==> src/rtl/boot_loader_arb_pkg.sv <==
// Shared definitions for the UART boot loader: FSM state encodings, frame constants.
// Optional checksum checking is enabled with the BOOT_CHECKSUM_EN macro.
package boot_loader_arb_pkg;

    localparam int unsigned STATE_W    = 3;
    localparam int unsigned WORD_BYTES = 4;
    localparam int unsigned LEN_BYTES  = 2;
    localparam int unsigned ADR_BYTES  = 2;

    localparam logic [7:0] SYNC_BYTE_DEF = 8'hA5;

    localparam logic [STATE_W-1:0] ST_IDLE = 3'd0;
    localparam logic [STATE_W-1:0] ST_LEN0 = 3'd1;
    localparam logic [STATE_W-1:0] ST_LEN1 = 3'd2;
    localparam logic [STATE_W-1:0] ST_ADR0 = 3'd3;
    localparam logic [STATE_W-1:0] ST_ADR1 = 3'd4;
    localparam logic [STATE_W-1:0] ST_DATA = 3'd5;
    localparam logic [STATE_W-1:0] ST_CHK  = 3'd6;
    localparam logic [STATE_W-1:0] ST_ERR  = 3'd7;

    // Frame states are the contiguous range LEN0..CHK.
    function automatic logic in_frame(input logic [STATE_W-1:0] st);
        return (st >= ST_LEN0) && (st <= ST_CHK);
    endfunction

    // Bytes of header after the sync byte (length + start address).
    function automatic int unsigned hdr_bytes();
        return LEN_BYTES + ADR_BYTES;
    endfunction

endpackage

==> src/rtl/boot_loader_arb_word_asm.sv <==
// Little-endian byte-to-word assembler with a one-cycle word-ready pulse.
// With BOOT_CHECKSUM_EN defined it also keeps a running XOR of the bytes.
module boot_word_asm
    import boot_loader_arb_pkg::*;
(
    input  logic        clk_i,
    input  logic        rst_i,
    input  logic        clr_i,
    input  logic        byte_vld_i,
    input  logic [7:0]  byte_i,
    output logic [31:0] word_o,
    output logic        word_vld_o,
`ifdef BOOT_CHECKSUM_EN
    output logic [7:0]  xor_o,
`endif
    output logic [1:0]  byte_cnt_o
);

    logic [31:0] word_q, word_d;
    logic [1:0]  cnt_q, cnt_d;
    logic        vld_q, vld_d;
`ifdef BOOT_CHECKSUM_EN
    logic [7:0]  xor_q, xor_d;
`endif

    // New bytes enter at the top so that byte 0 ends in [7:0] after four shifts.
    always_comb begin
        word_d = word_q;
        cnt_d  = cnt_q;
        vld_d  = 1'b0;
`ifdef BOOT_CHECKSUM_EN
        xor_d  = xor_q;
`endif
        if (clr_i) begin
            cnt_d = '0;
`ifdef BOOT_CHECKSUM_EN
            xor_d = '0;
`endif
        end else if (byte_vld_i) begin
            word_d = {byte_i, word_q[31:8]};
            cnt_d  = cnt_q + 2'd1;
            vld_d  = (cnt_q == 2'(WORD_BYTES - 1));
`ifdef BOOT_CHECKSUM_EN
            xor_d  = xor_q ^ byte_i;
`endif
        end
    end

    always_ff @(posedge clk_i) begin
        if (rst_i) begin
            word_q <= '0;
            cnt_q  <= '0;
            vld_q  <= 1'b0;
`ifdef BOOT_CHECKSUM_EN
            xor_q  <= '0;
`endif
        end else begin
            word_q <= word_d;
            cnt_q  <= cnt_d;
            vld_q  <= vld_d;
`ifdef BOOT_CHECKSUM_EN
            xor_q  <= xor_d;
`endif
        end
    end

    assign word_o     = word_q;
    assign word_vld_o = vld_q;
    assign byte_cnt_o = cnt_q;
`ifdef BOOT_CHECKSUM_EN
    assign xor_o      = xor_q;
`endif

endmodule

==> src/rtl/boot_loader_arb.sv <==
// UART boot loader: parses load frames, writes BRAM port B and holds the CPU in reset.
// Define BOOT_CHECKSUM_EN to make the trailing CHK byte an XOR checksum of the data bytes.
module boot_loader_arb
    import boot_loader_arb_pkg::*;
#(
    parameter int unsigned ADDR_W      = 13,
    parameter logic [7:0]  SYNC_BYTE   = SYNC_BYTE_DEF,
    parameter int unsigned TIMEOUT_CYC = 1000000
) (
    input  logic              i_clk,
    input  logic              i_rst,
    input  logic              i_rx_valid,
    input  logic [7:0]        i_rx_data,
    input  logic [ADDR_W-1:0] i_cpu_addr,
    input  logic [31:0]       i_cpu_data,
    input  logic [3:0]        i_cpu_wr,
    output logic [ADDR_W-1:0] o_bram_addr,
    output logic [31:0]       o_bram_data,
    output logic [3:0]        o_bram_wr,
    output logic              o_cpu_rst,
    output logic              o_busy,
    output logic              o_err
);

    localparam int unsigned TMO_W = $clog2(TIMEOUT_CYC + 1);

    logic [STATE_W-1:0] state_q, state_d;
    logic [TMO_W-1:0]   tmo_q, tmo_d;
    logic [15:0]        words_left_q, words_left_d;
    logic [7:0]         start_lo_q, start_lo_d;
    logic [ADDR_W-1:0]  addr_q, addr_d;
    logic               busy_q, busy_d;
    logic               cpu_rst_q, cpu_rst_d;
    logic               err_q, err_d;

    logic               sync_c;
    logic               asm_clr_c;
    logic               asm_vld_c;
    logic               word_done_c;
    logic               chk_ok_c;
    logic [31:0]        asm_word;
    logic               asm_word_vld;
    logic [1:0]         asm_byte_cnt;
`ifdef BOOT_CHECKSUM_EN
    logic [7:0]         asm_xor;
`endif

    assign sync_c      = i_rx_valid && (i_rx_data == SYNC_BYTE);
    assign asm_clr_c   = sync_c && ((state_q == ST_IDLE) || (state_q == ST_ERR));
    assign asm_vld_c   = i_rx_valid && (state_q == ST_DATA);
    assign word_done_c = asm_vld_c && (asm_byte_cnt == 2'(WORD_BYTES - 1));

`ifdef BOOT_CHECKSUM_EN
    assign chk_ok_c = (i_rx_data == asm_xor);
`else
    assign chk_ok_c = 1'b1;
`endif

    boot_word_asm u_word_asm (
        .clk_i      (i_clk),
        .rst_i      (i_rst),
        .clr_i      (asm_clr_c),
        .byte_vld_i (asm_vld_c),
        .byte_i     (i_rx_data),
        .word_o     (asm_word),
        .word_vld_o (asm_word_vld),
`ifdef BOOT_CHECKSUM_EN
        .xor_o      (asm_xor),
`endif
        .byte_cnt_o (asm_byte_cnt)
    );

    // Next-state and datapath updates.
    always_comb begin
        state_d      = state_q;
        tmo_d        = tmo_q;
        words_left_d = words_left_q;
        start_lo_d   = start_lo_q;
        addr_d       = addr_q;

        // Advance the write pointer once the current word has been written.
        if (asm_word_vld) begin
            addr_d = addr_q + ADDR_W'(1);
        end

        case (state_q)
            ST_IDLE, ST_ERR: begin
                if (sync_c) begin
                    state_d      = ST_LEN0;
                    words_left_d = '0;
                end
            end
            ST_LEN0: begin
                if (i_rx_valid) begin
                    words_left_d[7:0] = i_rx_data;
                    state_d           = ST_LEN1;
                end
            end
            ST_LEN1: begin
                if (i_rx_valid) begin
                    words_left_d[15:8] = i_rx_data;
                    state_d            = ST_ADR0;
                end
            end
            ST_ADR0: begin
                if (i_rx_valid) begin
                    start_lo_d = i_rx_data;
                    state_d    = ST_ADR1;
                end
            end
            ST_ADR1: begin
                if (i_rx_valid) begin
                    addr_d  = ADDR_W'({i_rx_data, start_lo_q});
                    state_d = (words_left_q == 16'd0) ? ST_CHK : ST_DATA;
                end
            end
            ST_DATA: begin
                if (word_done_c) begin
                    words_left_d = words_left_q - 16'd1;
                    if (words_left_q == 16'd1) begin
                        state_d = ST_CHK;
                    end
                end
            end
            ST_CHK: begin
                if (i_rx_valid) begin
                    state_d = chk_ok_c ? ST_IDLE : ST_ERR;
                end
            end
            default: state_d = ST_IDLE;
        endcase

        // Inter-byte timeout: only counts silent cycles while a frame is open.
        if (in_frame(state_q)) begin
            if (i_rx_valid) begin
                tmo_d = '0;
            end else if (tmo_q == TMO_W'(TIMEOUT_CYC - 1)) begin
                tmo_d   = '0;
                state_d = ST_ERR;
            end else begin
                tmo_d = tmo_q + TMO_W'(1);
            end
        end else begin
            tmo_d = '0;
        end

        busy_d    = in_frame(state_d);
        cpu_rst_d = (state_d != ST_IDLE);
        err_d     = (state_d == ST_ERR);
    end

    always_ff @(posedge i_clk) begin
        if (i_rst) begin
            state_q      <= ST_IDLE;
            tmo_q        <= '0;
            words_left_q <= '0;
            start_lo_q   <= '0;
            addr_q       <= '0;
            busy_q       <= 1'b0;
            cpu_rst_q    <= 1'b0;
            err_q        <= 1'b0;
        end else begin
            state_q      <= state_d;
            tmo_q        <= tmo_d;
            words_left_q <= words_left_d;
            start_lo_q   <= start_lo_d;
            addr_q       <= addr_d;
            busy_q       <= busy_d;
            cpu_rst_q    <= cpu_rst_d;
            err_q        <= err_d;
        end
    end

    // Port B belongs to the loader while a frame is open, to the CPU otherwise.
    assign o_bram_addr = busy_q ? addr_q : i_cpu_addr;
    assign o_bram_data = busy_q ? asm_word : i_cpu_data;
    assign o_bram_wr   = busy_q ? (asm_word_vld ? 4'hF : 4'h0) : i_cpu_wr;

    assign o_cpu_rst = cpu_rst_q;
    assign o_busy    = busy_q;
    assign o_err     = err_q;

endmodule

==> config.mk <==
export PLATFORM = sky130hd
export DESIGN_NAME = boot_loader_arb
export DESIGN_NICKNAME = d
export VERILOG_FILES = /design/src/rtl/boot_loader_arb_pkg.sv /design/src/rtl/boot_loader_arb_word_asm.sv /design/src/rtl/boot_loader_arb.sv
export SDC_FILE = /design/constraint.sdc
export NUM_CORES = 1
export LEC_CHECK = 0
export ABC_AREA = 0
export ABC_CLOCK_PERIOD_IN_PS = 2480
export BUFFER_PORTS_ARGS = -buffer_cell sky130_fd_sc_hd__buf_2
export CORE_MARGIN = 4
export CORE_UTILIZATION = 40
export DETAILED_ROUTE_END_ITERATION = 8
export GPL_ROUTABILITY_DRIVEN = 0
export GPL_TIMING_DRIVEN = 1
export PLACE_DENSITY = 0.68
export SYNTH_ARGS = -nofsm -noshare
export SYNTH_HDL_FRONTEND = slang
export SYNTH_SLANG_ARGS = --single-unit
==> constraint.sdc <==
create_clock -name i_clk -period 2.48 [get_ports i_clk]
set_input_delay 0.372 -clock i_clk [delete_from_list [all_inputs] [get_ports i_clk]]
set_output_delay 0.372 -clock i_clk [all_outputs]
set_load 0.05 [all_outputs]
==> out/qor.csv <==
metric,value,unit
regArea,0.001963,mm^2
grt_pass1_vias,4589,
io_pins,112,
swShare,0.2566,
pwr-share-comb,0.107,
async_flop_share,0,
power_density,532.4,mW/mm^2
cp.arrival,2.58,ns
maxCapViolCount,0,
p_leak,2.340,nW
setup_viol_count_final,0,
p_switching,850.6,uW
syn_area_per_cell,8.157,um^2
wl_met1,5903,um
hold_violations,0,
final_cell_mix,"buf_2, nand2_1, dfxtp_1",
syn_inst,628,
grtUsageTotal,0.1819,
via_count,4711,
wl_per_cell,14.70,um
max_clock_freq,430.2,MHz
dieArea,0.01468,mm^2
fp.dieH,121.2,um
clock-sinks,98,
hold_class,in2reg,
final_common_cell,buf_2,
drive_gt1_frac,0.2795,
post-dp-hpwl,9832,um
clockRootBuffer,clkbuf_16,
totalNegativeSetupSlack,0,ns
maxSlewHeadroom,0.6314,
start_util,0.4076,
min_period,2.324,ns
crit_type,reg2reg,
synth-seq-cells,98,
rows,41,
grt_first_pass_wirelength,21760,um
multiInputGateArea,0.002987,mm^2
routed_wl,13370,um
vdd_ir_drop_max,0.2484,mV
whs,0.3435,ns
synth_edf_count,0,
period_share,0.9372,
drt_pass1_iterations,5,
r2r_setup_slack,0.16,ns
yosys_most_used_dff,dfxtp_1,
cp.required,2.74,ns
final_nets,799,
totalPowerFinal,3.315,mW
worstMarginPinSlew,0.5509,ns
p_int,2.464,mW
synthesis.nets,694,
avgViaCountPerCell,5.183,
numCtsBuffers,9,
status,completed,
synthesis.area,0.005122,mm^2
cp-end-kind,flop,
grt_max_degree,52,
cp_max_fo,6,
ant_nets,0,
final_max_slew_viol_count,0,
area_delta_synth_final,21.54,%
clockPowerShare,0.418,
first_iter_violations,370,
top_layer_used,met4,
antennaDiodeCount,0,
clk_latency,0.35,ns
filler_cell_count,1218,
rsz0062_at_grt,false,
cts_tree,done,
yosys_warnings,0,
cts_max_level,3,
ys_types,57,
overflow,0,
p_seq_frac,0.475,
fin_skew,0.007897,ns
path_clk_slew,0.07,ns
drc_errors,0,
ys_seq_area_frac,0.3830,
cts_buffer_depth,2,
start_kind,flop,
floorplan.die.width,121.2,um
wl_met3,796,um
antenna_found_initial,0,
route.met2.wl,6454,um
core_area,0.01257,mm^2
io_buffers,111,
## power by group through the flow
stage | logic, mW | clock network (mW) | registers (mW)
after floorplan | 0.229 | 0 | 1.61
after global placement | 0.351 | 0 | 1.61
after detailed placement | 0.355 | 0 | 1.61
after CTS | 0.356 | 1.42 | 1.57
after global routing | 0.372 | 1.50 | 1.57
final | 0.355 | 1.39 | 1.57
## flip-flops by register name, indices dropped and copies added, names as in the netlist, 2 cells and up
name,cells
start_lo_q,8
addr_q,13
tmo_q,20
u_word_asm.word_o,32
u_word_asm.byte_cnt_o,2
words_left_q,16
state_q,3
## repair_timing
action / 4_1_cts / 5_1_grt
hold buffers: 0 / 0
endpoints found under the setup margin: 0 / 1
buffers inserted: 0 / 0
gates resized for setup: 0 / 1
## critical path, cell delays in order, from the launching register on
cell      delay (ns)
dfxtp_1         0.37
ha_1            0.22
and4_1          0.23
nand2_1         0.09
or4_1           0.67
o211ai_2        0.26
o21ai_1         0.13
nor4_2          0.27
## kinds of logic after synthesis
group	count (synthesis)	share of synthesized area
flops	98	0.3830
simple gates	273	0.2467
compound gates	112	0.1370
xor+xnor	38	0.06497
mux	55	0.1185
buf+inv	46	0.03517
fa+ha+maj	6	0.01466
## metal layers
layer,global-route usage,up-vias
met5,0,-
met4,0.05812,0
met3,0.03124,14
met2,0.2959,114
met1,0.2463,2198
li1,-,2385
## synth_stat cells (4+ instances only)
master      n  area [um^2]
a211oi_1   18        135.1
a21oi_1    53        265.3
and3_1      7        43.79
clkbuf_1   34        127.6
dfxtp_1    98         1962
ha_1        6        75.07
inv_1       8        30.03
mux2_2     45        506.7
mux2i_1    10        100.1
nand2_1   110        412.9
nand3_1    16        80.08
nand4_1     6        37.54
nor2_1     78        292.8
nor2b_1     5        31.28
nor3_1     14        70.07
nor4_1      4        25.02
o21ai_0    12        60.06
or2_2       4        25.02
or3_1       4        25.02
or4_1       5        37.54
xnor2_1    17        148.9
xor2_1     21        183.9
## cell type report
type / instances / area share
Sequential cell: 98 / 0.3153
Timing Repair Buffer: 132 / 0.1186
Inverter: 8 / 0.004823
Multi-Input combinational cell: 484 / 0.4797
Clock inverter: 5 / 0.01025
Tap cell: 172 / 0.03457
Clock buffer: 10 / 0.03678
## through the flow
step	area (um^2)	util	setup slack [ns]	cells
3_5_place_dp	5927	0.4716	-0.03507	894
2_1_floorplan	5122	-	0.1224	628
6_report	6226	0.4954	0.1557	909
5_1_grt	6226	0.4954	0.009334	909
3_3_place_gp	5927	0.4716	0.04840	894
4_1_cts	6220	0.4949	0.1397	909
## path summary, 6_finish.rpt
path                                          start                                  to  cells past startpoint
setup reg to reg                tmo_q[0]$_SDFF_PP0_                    o_err$_SDFF_PP0_                      7
hold / removal                         i_rx_data[7]  u_word_asm.word_o[31]$_SDFFE_PP0P_                      3
hold reg to reg   u_word_asm.word_o[0]$_SDFFE_PP0P_   u_word_asm.word_o[0]$_SDFFE_PP0P_                      2
setup / recovery                tmo_q[0]$_SDFF_PP0_                    o_err$_SDFF_PP0_                      7
(Power assumes the default switching activity.)
